$ cat src/rtl/mem_arbiter.sv
// mem_arbiter: shares one memory access unit between the fetch port and the load/store port.
// Optional MEM_ARB_ROUND_ROBIN_EN: ties go to the port not served last (default: ls always wins ties).
`timescale 1ns/1ps
module mem_arbiter #(
    parameter int WATCHDOG_CYCLES = 1024,
    parameter int WD_WIDTH        = 11
) (
    input  logic        clk,
    input  logic        reset_n,
    input  logic        if_req_valid,
    output logic        if_req_ready,
    input  logic [31:0] if_addr,
    output logic        if_resp_valid,
    output logic        if_resp_fault,
    input  logic        ls_req_valid,
    output logic        ls_req_ready,
    input  logic        ls_is_write,
    input  logic        ls_is_unsigned,
    input  logic [1:0]  ls_op,
    input  logic [31:0] ls_addr,
    input  logic [31:0] ls_wdata,
    output logic        ls_resp_valid,
    output logic        ls_resp_fault,
    output logic [31:0] resp_rdata,
    output logic        timeout,
    output logic        mem_available,
    output logic        mem_is_write,
    output logic        mem_is_unsigned,
    output logic [1:0]  mem_op,
    output logic [31:0] mem_addr,
    output logic [31:0] mem_in,
    input  logic [31:0] mem_out,
    input  logic        mem_busy,
    input  logic        mem_fault
);
    localparam logic [1:0] ST_IDLE    = 2'd0;
    localparam logic [1:0] ST_ISSUE   = 2'd1;
    localparam logic [1:0] ST_WAIT    = 2'd2;
    localparam logic [1:0] ST_RELEASE = 2'd3;

    localparam logic [WD_WIDTH-1:0] WD_LIMIT  = WD_WIDTH'(WATCHDOG_CYCLES);
    localparam logic [WD_WIDTH-1:0] WD_ONE    = WD_WIDTH'(1);
    localparam logic                WD_ENABLE = (WATCHDOG_CYCLES != 0);

    logic [1:0]          r_state;
    logic [1:0]          w_state_nxt;
    logic                r_owner_ls;
    logic                r_mem_available;
    logic                r_is_write;
    logic                r_is_unsigned;
    logic [1:0]          r_op;
    logic [31:0]         r_addr;
    logic [31:0]         r_wdata;
    logic                r_fault;
    logic [WD_WIDTH-1:0] r_wd_cnt;
    logic [31:0]         r_rdata;
    logic                r_timeout;
    logic                r_if_resp_valid;
    logic                r_ls_resp_valid;
    logic                r_if_resp_fault;
    logic                r_ls_resp_fault;

    logic w_can_grant;
    logic w_grant_ls;
    logic w_grant_if;
    logic w_grant_edge;
    logic w_wd_expired;
    logic w_timeout_hit;
    logic w_enter_release;
    logic w_fault_final;

    // Arbitration; the owner register doubles as last-owner for round-robin ties.
    always_comb begin
        w_can_grant = reset_n && (r_state == ST_IDLE) && !mem_busy;
`ifdef MEM_ARB_ROUND_ROBIN_EN
        w_grant_ls  = ls_req_valid && (!if_req_valid || !r_owner_ls);
`else
        w_grant_ls  = ls_req_valid;
`endif
        w_grant_if   = if_req_valid && !w_grant_ls;
        ls_req_ready = w_can_grant && w_grant_ls;
        if_req_ready = w_can_grant && w_grant_if;
        w_grant_edge = ls_req_ready || if_req_ready;
    end

    // Next-state logic, including watchdog abort out of WAIT.
    always_comb begin
        w_state_nxt   = r_state;
        w_timeout_hit = 1'b0;
        w_wd_expired  = WD_ENABLE && (r_wd_cnt == WD_LIMIT);
        case (r_state)
            ST_IDLE: begin
                if (w_grant_edge) w_state_nxt = ST_ISSUE;
                else              w_state_nxt = ST_IDLE;
            end
            ST_ISSUE: begin
                if (mem_busy) w_state_nxt = ST_WAIT;
                else          w_state_nxt = ST_ISSUE;
            end
            ST_WAIT: begin
                if (!mem_busy) begin
                    w_state_nxt = ST_RELEASE;
                end else if (w_wd_expired) begin
                    w_state_nxt   = ST_RELEASE;
                    w_timeout_hit = 1'b1;
                end else begin
                    w_state_nxt = ST_WAIT;
                end
            end
            ST_RELEASE: w_state_nxt = ST_IDLE;
            default:    w_state_nxt = ST_IDLE;
        endcase
        w_enter_release = (r_state == ST_WAIT) && (w_state_nxt == ST_RELEASE);
        w_fault_final   = r_fault || w_timeout_hit;
    end

    // State, owner and the memory-unit availability handshake.
    always_ff @(posedge clk or negedge reset_n) begin
        if (!reset_n) begin
            r_state         <= ST_IDLE;
            r_owner_ls      <= 1'b0;
            r_mem_available <= 1'b0;
        end else begin
            r_state <= w_state_nxt;
            if (w_grant_edge) begin
                r_owner_ls      <= w_grant_ls;
                r_mem_available <= 1'b1;
            end else if (w_enter_release) begin
                r_mem_available <= 1'b0;
            end
        end
    end

    // Request latch; fetch is always a plain word read.
    always_ff @(posedge clk or negedge reset_n) begin
        if (!reset_n) begin
            r_is_write    <= 1'b0;
            r_is_unsigned <= 1'b0;
            r_op          <= 2'b00;
            r_addr        <= 32'h0000_0000;
            r_wdata       <= 32'h0000_0000;
        end else if (w_grant_edge) begin
            if (w_grant_ls) begin
                r_is_write    <= ls_is_write;
                r_is_unsigned <= ls_is_unsigned;
                r_op          <= ls_op;
                r_addr        <= ls_addr;
                r_wdata       <= ls_wdata;
            end else begin
                r_is_write    <= 1'b0;
                r_is_unsigned <= 1'b0;
                r_op          <= 2'b10;
                r_addr        <= if_addr;
                r_wdata       <= 32'h0000_0000;
            end
        end
    end

    // Fault capture, watchdog, read data and the one-cycle response pulses.
    always_ff @(posedge clk or negedge reset_n) begin
        if (!reset_n) begin
            r_fault         <= 1'b0;
            r_wd_cnt        <= '0;
            r_rdata         <= 32'h0000_0000;
            r_timeout       <= 1'b0;
            r_if_resp_valid <= 1'b0;
            r_ls_resp_valid <= 1'b0;
            r_if_resp_fault <= 1'b0;
            r_ls_resp_fault <= 1'b0;
        end else begin
            if ((r_state == ST_ISSUE) && mem_busy) begin
                r_fault  <= mem_fault;
                r_wd_cnt <= '0;
            end else if (r_state == ST_WAIT) begin
                r_wd_cnt <= r_wd_cnt + WD_ONE;
            end
            if (w_timeout_hit) begin
                r_fault   <= 1'b1;
                r_timeout <= 1'b1;
            end
            if (w_enter_release && !w_timeout_hit && !r_is_write) begin
                r_rdata <= mem_out;
            end
            r_if_resp_valid <= w_enter_release && !r_owner_ls;
            r_ls_resp_valid <= w_enter_release && r_owner_ls;
            r_if_resp_fault <= w_enter_release && !r_owner_ls && w_fault_final;
            r_ls_resp_fault <= w_enter_release && r_owner_ls && w_fault_final;
        end
    end

    assign mem_available   = r_mem_available;
    assign mem_is_write    = r_is_write;
    assign mem_is_unsigned = r_is_unsigned;
    assign mem_op          = r_op;
    assign mem_addr        = r_addr;
    assign mem_in          = r_wdata;
    assign resp_rdata      = r_rdata;
    assign timeout         = r_timeout;
    assign if_resp_valid   = r_if_resp_valid;
    assign ls_resp_valid   = r_ls_resp_valid;
    assign if_resp_fault   = r_if_resp_fault;
    assign ls_resp_fault   = r_ls_resp_fault;

endmodule

$ cat config.mk
export PLATFORM = sky130hd
export DESIGN_NAME = mem_arbiter
export DESIGN_NICKNAME = d
export VERILOG_FILES = /design/src/rtl/mem_arbiter.sv
export SDC_FILE = /design/constraint.sdc
export NUM_CORES = 1
export LEC_CHECK = 0
export CORE_AREA = 4 4 112 114
export CTS_CLUSTER_DIAMETER = 60
export DETAILED_ROUTE_END_ITERATION = 16
export DIE_AREA = 0 0 116 118
export PLACE_DENSITY = 0.95
export RECOVER_POWER = 25
export SLEW_MARGIN = 20
export SYNTH_ARGS = -nofsm -noshare
export SYNTH_HDL_FRONTEND = slang
export SYNTH_SLANG_ARGS = --single-unit
$ cat constraint.sdc
create_clock -name clk -period 2.9 [get_ports clk]
set_input_delay 0.58 -clock clk [delete_from_list [all_inputs] [get_ports clk]]
set_output_delay 0.58 -clock clk [all_outputs]
set_load 0.1 [all_outputs]
# After elaboration in Yosys (flattened, before gate mapping)
# Cells that the tools add are included.
[totals] ff_bits=121 input_bits=138
[op_classes] addsub=1 n_eq_ne=5 n_mux=19 n_reduce_logical=24
[ops] operator="$mux W32" n=2
[ops] operator="$mux W11" n=2
[ops] operator="$logic_and A1 B1 Y1" n=13
[ops] operator="$mux W1" n=12
[ops] operator="$add A11 B1 Y11 const B" n=1
[ops] operator="$eq A11 B11 Y1 const B" n=1
[ops] operator="$pmux W2 S4" n=1
[ops] operator="$eq A2 B2 Y1 const B" n=3
[ops] operator="$reduce_bool A2 Y1" n=3
[ops] operator="$logic_not A1 Y1" n=5
[ops] operator="$mux W2" n=2
[ops] operator="$eq A2 B1 Y1 const B" n=1
[ops] operator="$logic_not A2 Y1" n=1
[ops] operator="$logic_or A1 B1 Y1" n=2

# Longest topological paths before layout
# Gate-level depths: netlist of the first run.
[depth] word_depth=11 depth_mapped=7 ltp_nobuf=5

# Worst setup path before layout of the first run
# Ideal clock, no wire load.
[synth_timing] path_kind="input to output" start="input mem_busy" end="output if_req_ready" arrival_ns=2.584 required_time_ns=2.320 slack_ns=-0.264 cell_stages=5 cell_sequence="buf_2 -> nor4b_4 -> buf_2 -> nand2_1 -> nor2_1"
[synth_between] elab_chain_cells=3
[synth_lines] item="start: declaration" line="33" rtl="input logic mem_busy,"
[synth_lines] item="$logic_not A1 Y1"
[synth_lines] item="$logic_and A1 B1 Y1" line="74" rtl="w_can_grant = reset_n && (r_state == ST_IDLE) && !mem_busy;"
[synth_lines] item="$logic_and A1 B1 Y1" line="82" rtl="if_req_ready = w_can_grant && w_grant_if;"
[synth_lines] item="end: declaration" line="11" rtl="output logic if_req_ready,"
# No other way between the ends.

# Final worst setup path of the first run
[layout_timing] start="input mem_busy" end="output ls_req_ready"
[layout_between] elab_chain_cells=3
[layout_lines] item="$logic_not A1 Y1"
[layout_lines] item="$logic_and A1 B1 Y1" line="74"
[layout_lines] item="$logic_and A1 B1 Y1" line="81" rtl="ls_req_ready = w_can_grant && w_grant_ls;"
[layout_lines] item="end: declaration" line="16" rtl="output logic ls_req_ready,"
# No other way between the ends.

==> reports/summary.md, run 1 <==
## Clock tree
• **root buffer selected by CTS** clkbuf_16
• **maximum buffer depth of the clock tree** 2
• **quantity of hold-fixing buffers added after cts** 0
• **CTS tree** done
• **clock-pin slew on the worst setup and hold paths** 0.05 ns
• **latest clock arrival within the worst-skew pair** 0.40 ns
• **number of setup buffers added after CTS** 0
• **Resize count post-CTS** 0
• **maximum level of the CTS H-tree** 4
• **CTS sink count** 121
• **Inserted Clock Buffers** 17

## Worst setup path
• **critical path cell sequence** clkdlybuf4s50_1, nor4b_4, buf_4, and2_1, buf_12
• **slowest stage delay, CP** 0.45 ns
• **startpoint class of the critical path** primary input
• **data required time of the critical path** 2.32 ns
• **Worst EP arrival** 1.97 ns
• **Worst Setup SP** mem_busy
• **biggest fanout along the worst timing path** 6
• **worst flop-to-flop path startpoint** r_state[0]
• **element type at the critical path end** primary output
• **category of the most critical setup path** in -> out
• **capture point of the worst reg-to-reg path** resp_rdata[22]
• **reg2reg path depth** 4
• **highest-delay cell along the critical path** clkdlybuf4s50_1
• **slack of the worst reg-to-reg path** 0.91 ns

## Hold path
• **start point of the worst hold path** timeout
• **hold endpoint** timeout
• **cell count of the worst hold path** 1
• **classification of the worst-slack hold path** reg -> reg

## Run
• **Maximum Capacitance Violations** 0

## Floorplanning
• **boundary pin count** 246
• **area of the die** 13,700 um^2
• **Die H** 118 um
• **row count** 39
• **starting utilization of the core area** 44.1%
• **Placeable Area** 11,400 um^2
• **die extent in x** 116 um

## Place
• **RD Place Congestion** 0.782
• **area after detailed placement** 7370 um^2
• **Port Buffer Count** 245
• **estimated wirelength of the detail-placed design** 10,800 um

## Synth
• **number of nets produced by synthesis** 536
• **share of synthesized area occupied by flip-flops and latches** 60.2%
• **share of synthesized flip-flops with an asynchronous set or reset** 100%
• **leading register cell type out of synthesis** dfrtp_1
• **cell count after synthesis** 396
• **Yosys warnings** 0
• **area fraction in compound gates after synthesis** 16.0%
• **proportion of synthesized area in mux cells** 14.3%
• **basic-gate share of the synthesized area counting and, or, nand and nor cells** 5.50%
• **xor and xnor fraction of the mapped netlist area** 0.174%
• **adder and majority cell fraction of the synthesized area** 0.497%
• **count of flip-flops with a built-in enable after synthesis** 0
• **count of state elements after synthesis** 121
• **post-synthesis average cell area** 12.7 um^2
• **combinational family with the most area after synthesis** compound AO/OA/AOI/OAI gates
• **cell area after synthesis** 5030 um^2
• **number of distinct standard cells referenced by the synthesized netlist** 40

## Timing
• **worst hold slack after final layout** 0.478 ns
• **slew at the pin with the worst max-slew slack** 1.27 ns
• **max frequency** 392 MHz
• **final total negative setup slack** 0 ns
• **Finish-stage setup viols** 0
• **worst slew margin relative to its limit** 15.6%
• **unrepaired setup endpoints after global routing** no
• **clock skew** 0.0168 ns
• **post-route fraction of the period consumed by the critical path** 87.9%
• **number of pins exceeding their max-slew limit in the final report** 0
• **minimum clock period** 2.55 ns
• **final hold violation count** 0

## Global route
• **overall routing resource usage** 20.6%
• **global route overflow** 0
• **antenna violations before repair** 0
• **maximum number of pins on one net before global-route repair** 70
• **global-route wire length before repair** 22,200 um
• **number of global-route vias before repair** 4,434

## Detailed routing
• **count of TritonRoute iterations in the first routing pass** 4
• **final wirelength** 14,200 um
• **DRC errors left** 0
• **vias per cell** 5.24
• **total vias in the final route** 4,176
• **average wire per cell in the routed design** 17.9 um
• **initial drt markers** 192
• **Post-DRT Antenna Nets** 0

## Run status
• **status** completed

## Finish
• **Area growth syn-to-layout** 55.4%
• **most used cells in the layout excluding fill and tap cells** 135 x clkdlybuf4s50_1, 121 x dfrtp_1, 84 x buf_4, 36 x mux2i_1
• **net total in the final layout** 781
• **antenna diode count** 0
• **area of all placed cells without fillers** 7820 um^2
• **ratio of cells with drive above 1 in the final layout** 23.7%
• **leading cell type in the layout, fill and taps excluded** clkdlybuf4s50_1

==> layout make-up <==
cell class | instances | area (um^2)
clock buffer | 18 | 439
clock inverter | 14 | 146
fill | 803 | 3600
inverter | 5 | 18.8
multi-input combinational | 238 | 1840
sequential | 121 | 3030
tap | 143 | 179
timing repair buffer | 258 | 2160
==> worst max-delay path, delay by kind of cell <==
family | cells | cell delay (ns)
simple gates | 2 | 0.53
buf+inv | 3 | 0.85
==> logic make-up after synthesis <==
group,Yosys count
adder cells (fa/ha/maj),2
XOR/XNOR,1
AO/OA/AOI/OAI,119
buffers and inverters,37
multiplexers,68
AND/OR/NAND/NOR,48
flip-flops,121
==> layer usage <==
layer / part of all wire, % / routed length, um / GRT usage, % / up-vias
met5: 0 / 0 / 0 / -
met4: 2.0 / 284 / 8.56 / 0
met3: 9.5 / 1350 / 6.12 / 23
met2: 49 / 6980 / 34.7 / 222
met1: 39 / 5630 / 24.3 / 1954
li1: - / - / - / 1977
==> per-stage QoR <==
stage	worst slack, ns	util [%]	cells
2_1_floorplan	0.194	-	396
3_3_place_gp	0.353	64.5	765
3_5_place_dp	0.349	64.5	765
4_1_cts	0.335	69.6	797
5_1_grt	0.294	68.5	797
6_report	0.350	68.5	797
==> registers in the layout, indices dropped and copies added, names as in the netlist <==
register,count
r_fault,1
mem_available,1
mem_addr,32
mem_is_write,1
r_state,2
mem_in,32
if_resp_valid,1
resp_rdata,32
r_owner_ls,1
r_wd_cnt,11
ls_resp_fault,1
timeout,1
ls_resp_valid,1
if_resp_fault,1
mem_op,2
mem_is_unsigned,1
==> how the worst max path moves through the flow <==
stage	end	slack (ns)	cells after the start
after CTS	ls_req_ready	0.33	5
after global placement	ls_req_ready	0.35	5
after detailed placement	ls_req_ready	0.35	5
after floorplan	if_req_ready	0.19	5
final	ls_req_ready	0.35	5
after global routing	ls_resp_valid	0.29	3
==> cell usage after synthesis, drive strengths merged (3+ instances only) <==
| master | n | area share (%) |
|---|---|---|
| a31oi | 34 | 4.2 |
| o21ai | 5 | 0.50 |
| buf | 24 | 2.4 |
| clkbuf | 8 | 0.60 |
| mux2 | 32 | 7.2 |
| nand2 | 15 | 1.1 |
| nand3b | 3 | 0.45 |
| nand2b | 3 | 0.37 |
| nor2 | 4 | 0.30 |
| nand3 | 5 | 0.50 |
| nor3 | 4 | 0.50 |
| inv | 5 | 0.37 |
| nor4b | 3 | 0.82 |
| mux2i | 36 | 7.2 |
| a22o | 35 | 6.1 |
| a21oi | 35 | 3.5 |
| dfrtp | 121 | 60 |
Power of run 1 is left out: the tool's default activity adds up to more than one toggle a clock period on the data nets, which glitch-free logic cannot reach.
==> run 2, diff against run 1 <==
--- a/config.mk
+++ b/config.mk
@@ -11,6 +11,7 @@
 export DIE_AREA = 0 0 116 118
 export PLACE_DENSITY = 0.95
 export RECOVER_POWER = 25
+export SKIP_CTS_REPAIR_TIMING = 1
 export SLEW_MARGIN = 20
 export SYNTH_ARGS = -nofsm -noshare
 export SYNTH_HDL_FRONTEND = slang
==> results of run 2 <==
Final layout, timing and power as in run 1 (identical DEF).
Power of run 2 is left out for the same reason.
==> run 3, diff against run 2 <==
--- a/config.mk
+++ b/config.mk
@@ -5,12 +5,13 @@
 export SDC_FILE = /design/constraint.sdc
 export NUM_CORES = 1
 export LEC_CHECK = 0
-export CORE_AREA = 4 4 112 114
+export CORE_AREA = 2 2 110 112
 export CTS_CLUSTER_DIAMETER = 60
 export DETAILED_ROUTE_END_ITERATION = 16
-export DIE_AREA = 0 0 116 118
+export DIE_AREA = 0 0 112 114
 export PLACE_DENSITY = 0.95
 export RECOVER_POWER = 25
+export REMOVE_ABC_BUFFERS = 1
 export SKIP_CTS_REPAIR_TIMING = 1
 export SLEW_MARGIN = 20
 export SYNTH_ARGS = -nofsm -noshare
==> reports/summary.md, run 3 (synthesis gave the netlist of run 1 again) <==
## Run status
• **status** completed, unchanged

## Clock tree
• **CTS tree** done, unchanged
• **CTS sink count** 121, unchanged
• **root buffer selected by CTS** clkbuf_16, unchanged
• **maximum level of the CTS H-tree** 4, unchanged
• **Inserted Clock Buffers** 17, unchanged
• **maximum buffer depth of the clock tree** 2, unchanged
• **clock-pin slew on the worst setup and hold paths** 0.05 ns, about the same
• **latest clock arrival within the worst-skew pair** 0.40 ns, about the same

## Finish
• **ratio of cells with drive above 1 in the final layout** 23.8%, was 23.7%
• **antenna diode count** 0, unchanged
• **number of standard cells in the layout, taps in and fillers out** 799, was 797
• **leading cell type in the layout, fill and taps excluded** clkdlybuf4s50_1, unchanged
• **most used cells in the layout excluding fill and tap cells** 135 x clkdlybuf4s50_1, 121 x dfrtp_1, 87 x buf_4, 36 x mux2i_1, was 135 x clkdlybuf4s50_1, 121 x dfrtp_1, 84 x buf_4, 36 x mux2i_1
• **final core utilization** 66.8%, was 68.5%
• **net total in the final layout** 779, was 781
• **Area growth syn-to-layout** 55.5%, was 55.4%
• **Fillers** 887, was 803

## Worst setup path
• **category of the most critical setup path** in -> out, unchanged
• **Worst EP arrival** 1.96 ns, was 1.97 ns
• **slack of the worst reg-to-reg path** 0.66 ns, was 0.91 ns
• **biggest fanout along the worst timing path** 4, was 6
• **startpoint class of the critical path** primary input, unchanged
• **slowest stage delay, CP** 0.48 ns, was 0.45 ns
• **Worst Setup SP** mem_busy, unchanged
• **highest-delay cell along the critical path** clkdlybuf4s50_1, unchanged
• **data required time of the critical path** 2.32 ns, about the same
• **critical path cell sequence** clkdlybuf4s50_1, nor4b_4, nand2_1, nor2_1, buf_12, was clkdlybuf4s50_1, nor4b_4, buf_4, and2_1, buf_12
• **element type at the critical path end** primary output, unchanged
• **worst flop-to-flop path startpoint** r_state[1], was r_state[0]

## Run
• **Maximum Capacitance Violations** 0, unchanged

## Place
• **Port Buffer Count** 245, unchanged
• **RD Place Congestion** 0.835, was 0.782
• **worst slack, placed** 0.357 ns, was 0.349 ns
• **estimated wirelength of the detail-placed design** 10,200 um, was 10,800 um
• **cell count after placement** 767, was 765

## Timing
• **worst slew margin relative to its limit** 6.10%, was 15.6%
• **post-route fraction of the period consumed by the critical path** 87.7%, was 87.9%
• **final hold violation count** 0, unchanged
• **final total negative setup slack** 0 ns, unchanged
• **unrepaired setup endpoints after global routing** no, unchanged
• **slew at the pin with the worst max-slew slack** 1.41 ns, was 1.27 ns
• **setup slack after layout** 0.358 ns, was 0.350 ns
• **number of pins exceeding their max-slew limit in the final report** 0, unchanged
• **Finish-stage setup viols** 0, unchanged
• **minimum clock period** 2.54 ns, was 2.55 ns
• **max frequency** 393 MHz, was 392 MHz
• **clock skew** 0.0103 ns, was 0.0168 ns

## Global route
• **number of global-route vias before repair** 4,466, was 4,434
• **global-route wire length before repair** 22,300 um, was 22,200 um
• **overall routing resource usage** 21.9%, was 20.6%
• **maximum number of pins on one net before global-route repair** 64, was 70
• **global route overflow** 0, unchanged
• **antenna violations before repair** 0, unchanged

## Floorplanning
• **row count** 40, was 39
• **die extent in x** 112 um, was 116 um
• **boundary pin count** 246, unchanged
• **Placeable Area** 11,700 um^2, was 11,400 um^2
• **starting utilization of the core area** 43.0%, was 44.1%
• **Die H** 114 um, was 118 um
• **area of the die** 12,800 um^2, was 13,700 um^2

## Detailed routing
• **DRC errors left** 0, unchanged
• **count of TritonRoute iterations in the first routing pass** 7, was 4
• **vias per cell** 5.39, was 5.24
• **total vias in the final route** 4,304, was 4,176
• **initial drt markers** 217, was 192
• **average wire per cell in the routed design** 17.6 um, was 17.9 um
• **Post-DRT Antenna Nets** 0, unchanged
• **final wirelength** 14,000 um, was 14,200 um

## Hold path
• **classification of the worst-slack hold path** reg -> reg, unchanged
• **start point of the worst hold path** resp_rdata[6], was timeout

run 3: cell count changes in the layout (fill, tap and decap cells not counted):
cell / delta
clkinv_4: +2
clkbuf_8: +1
clkbuf_1: -3
buf_4: +3
inv_6: -3
nor2_2: -1
clkinvlp_4: -2
nor2_1: +1
run 3: worst paths after layout:
check                                endpoint  cells after the start
max in group asynchronous          mem_in[12]                      3
worst max register to register     mem_in[18]                      5
worst max-delay path             if_req_ready                      5
worst min-delay path            resp_rdata[6]                      1
min in group asynchronous       resp_rdata[4]                      2
worst min register to register  resp_rdata[6]                      1
run 3: area by class of cell:
class / instances / area (um^2) / share of cell area, %
clock buffer: 21 / 460 / 5.89
clock inverter: 11 / 123 / 1.57
inverter: 5 / 18.8 / 0.240
multi-input combinational: 238 / 1840 / 23.5
sequential: 121 / 3030 / 38.7
tap: 147 / 184 / 2.35
timing repair buffer: 256 / 2170 / 27.7
run 3: routing by layer:
| metal | vias up | global-route usage, % | share of wire (%) |
|---|---|---|---|
| met5 | - | 0 | 0 |
| met4 | 0 | 6.50 | 1.9 |
| met3 | 24 | 6.80 | 7.1 |
| met2 | 206 | 38.1 | 51 |
| met1 | 2099 | 26.6 | 40 |
| li1 | 1975 | - | - |
run 3: worst max-delay path: cells and delay by family:
| kind | cells | cell delay [ns] |
|---|---|---|
| buffers and inverters | 2 | 0.69 |
| AND/OR/NAND/NOR | 3 | 0.68 |
run 3: per-stage QoR:
| step | cell area, um^2 | hold slack (ns) |
|---|---|---|
| after floorplan | 4880 | 0.284 |
| after global placement | 7350 | 0.472 |
| after detailed placement | 7350 | 0.473 |
| after CTS | 7940 | 0.363 |
| after global routing | 7820 | 0.507 |
| final | 7820 | 0.484 |
Power of run 3 is left out for the same reason.
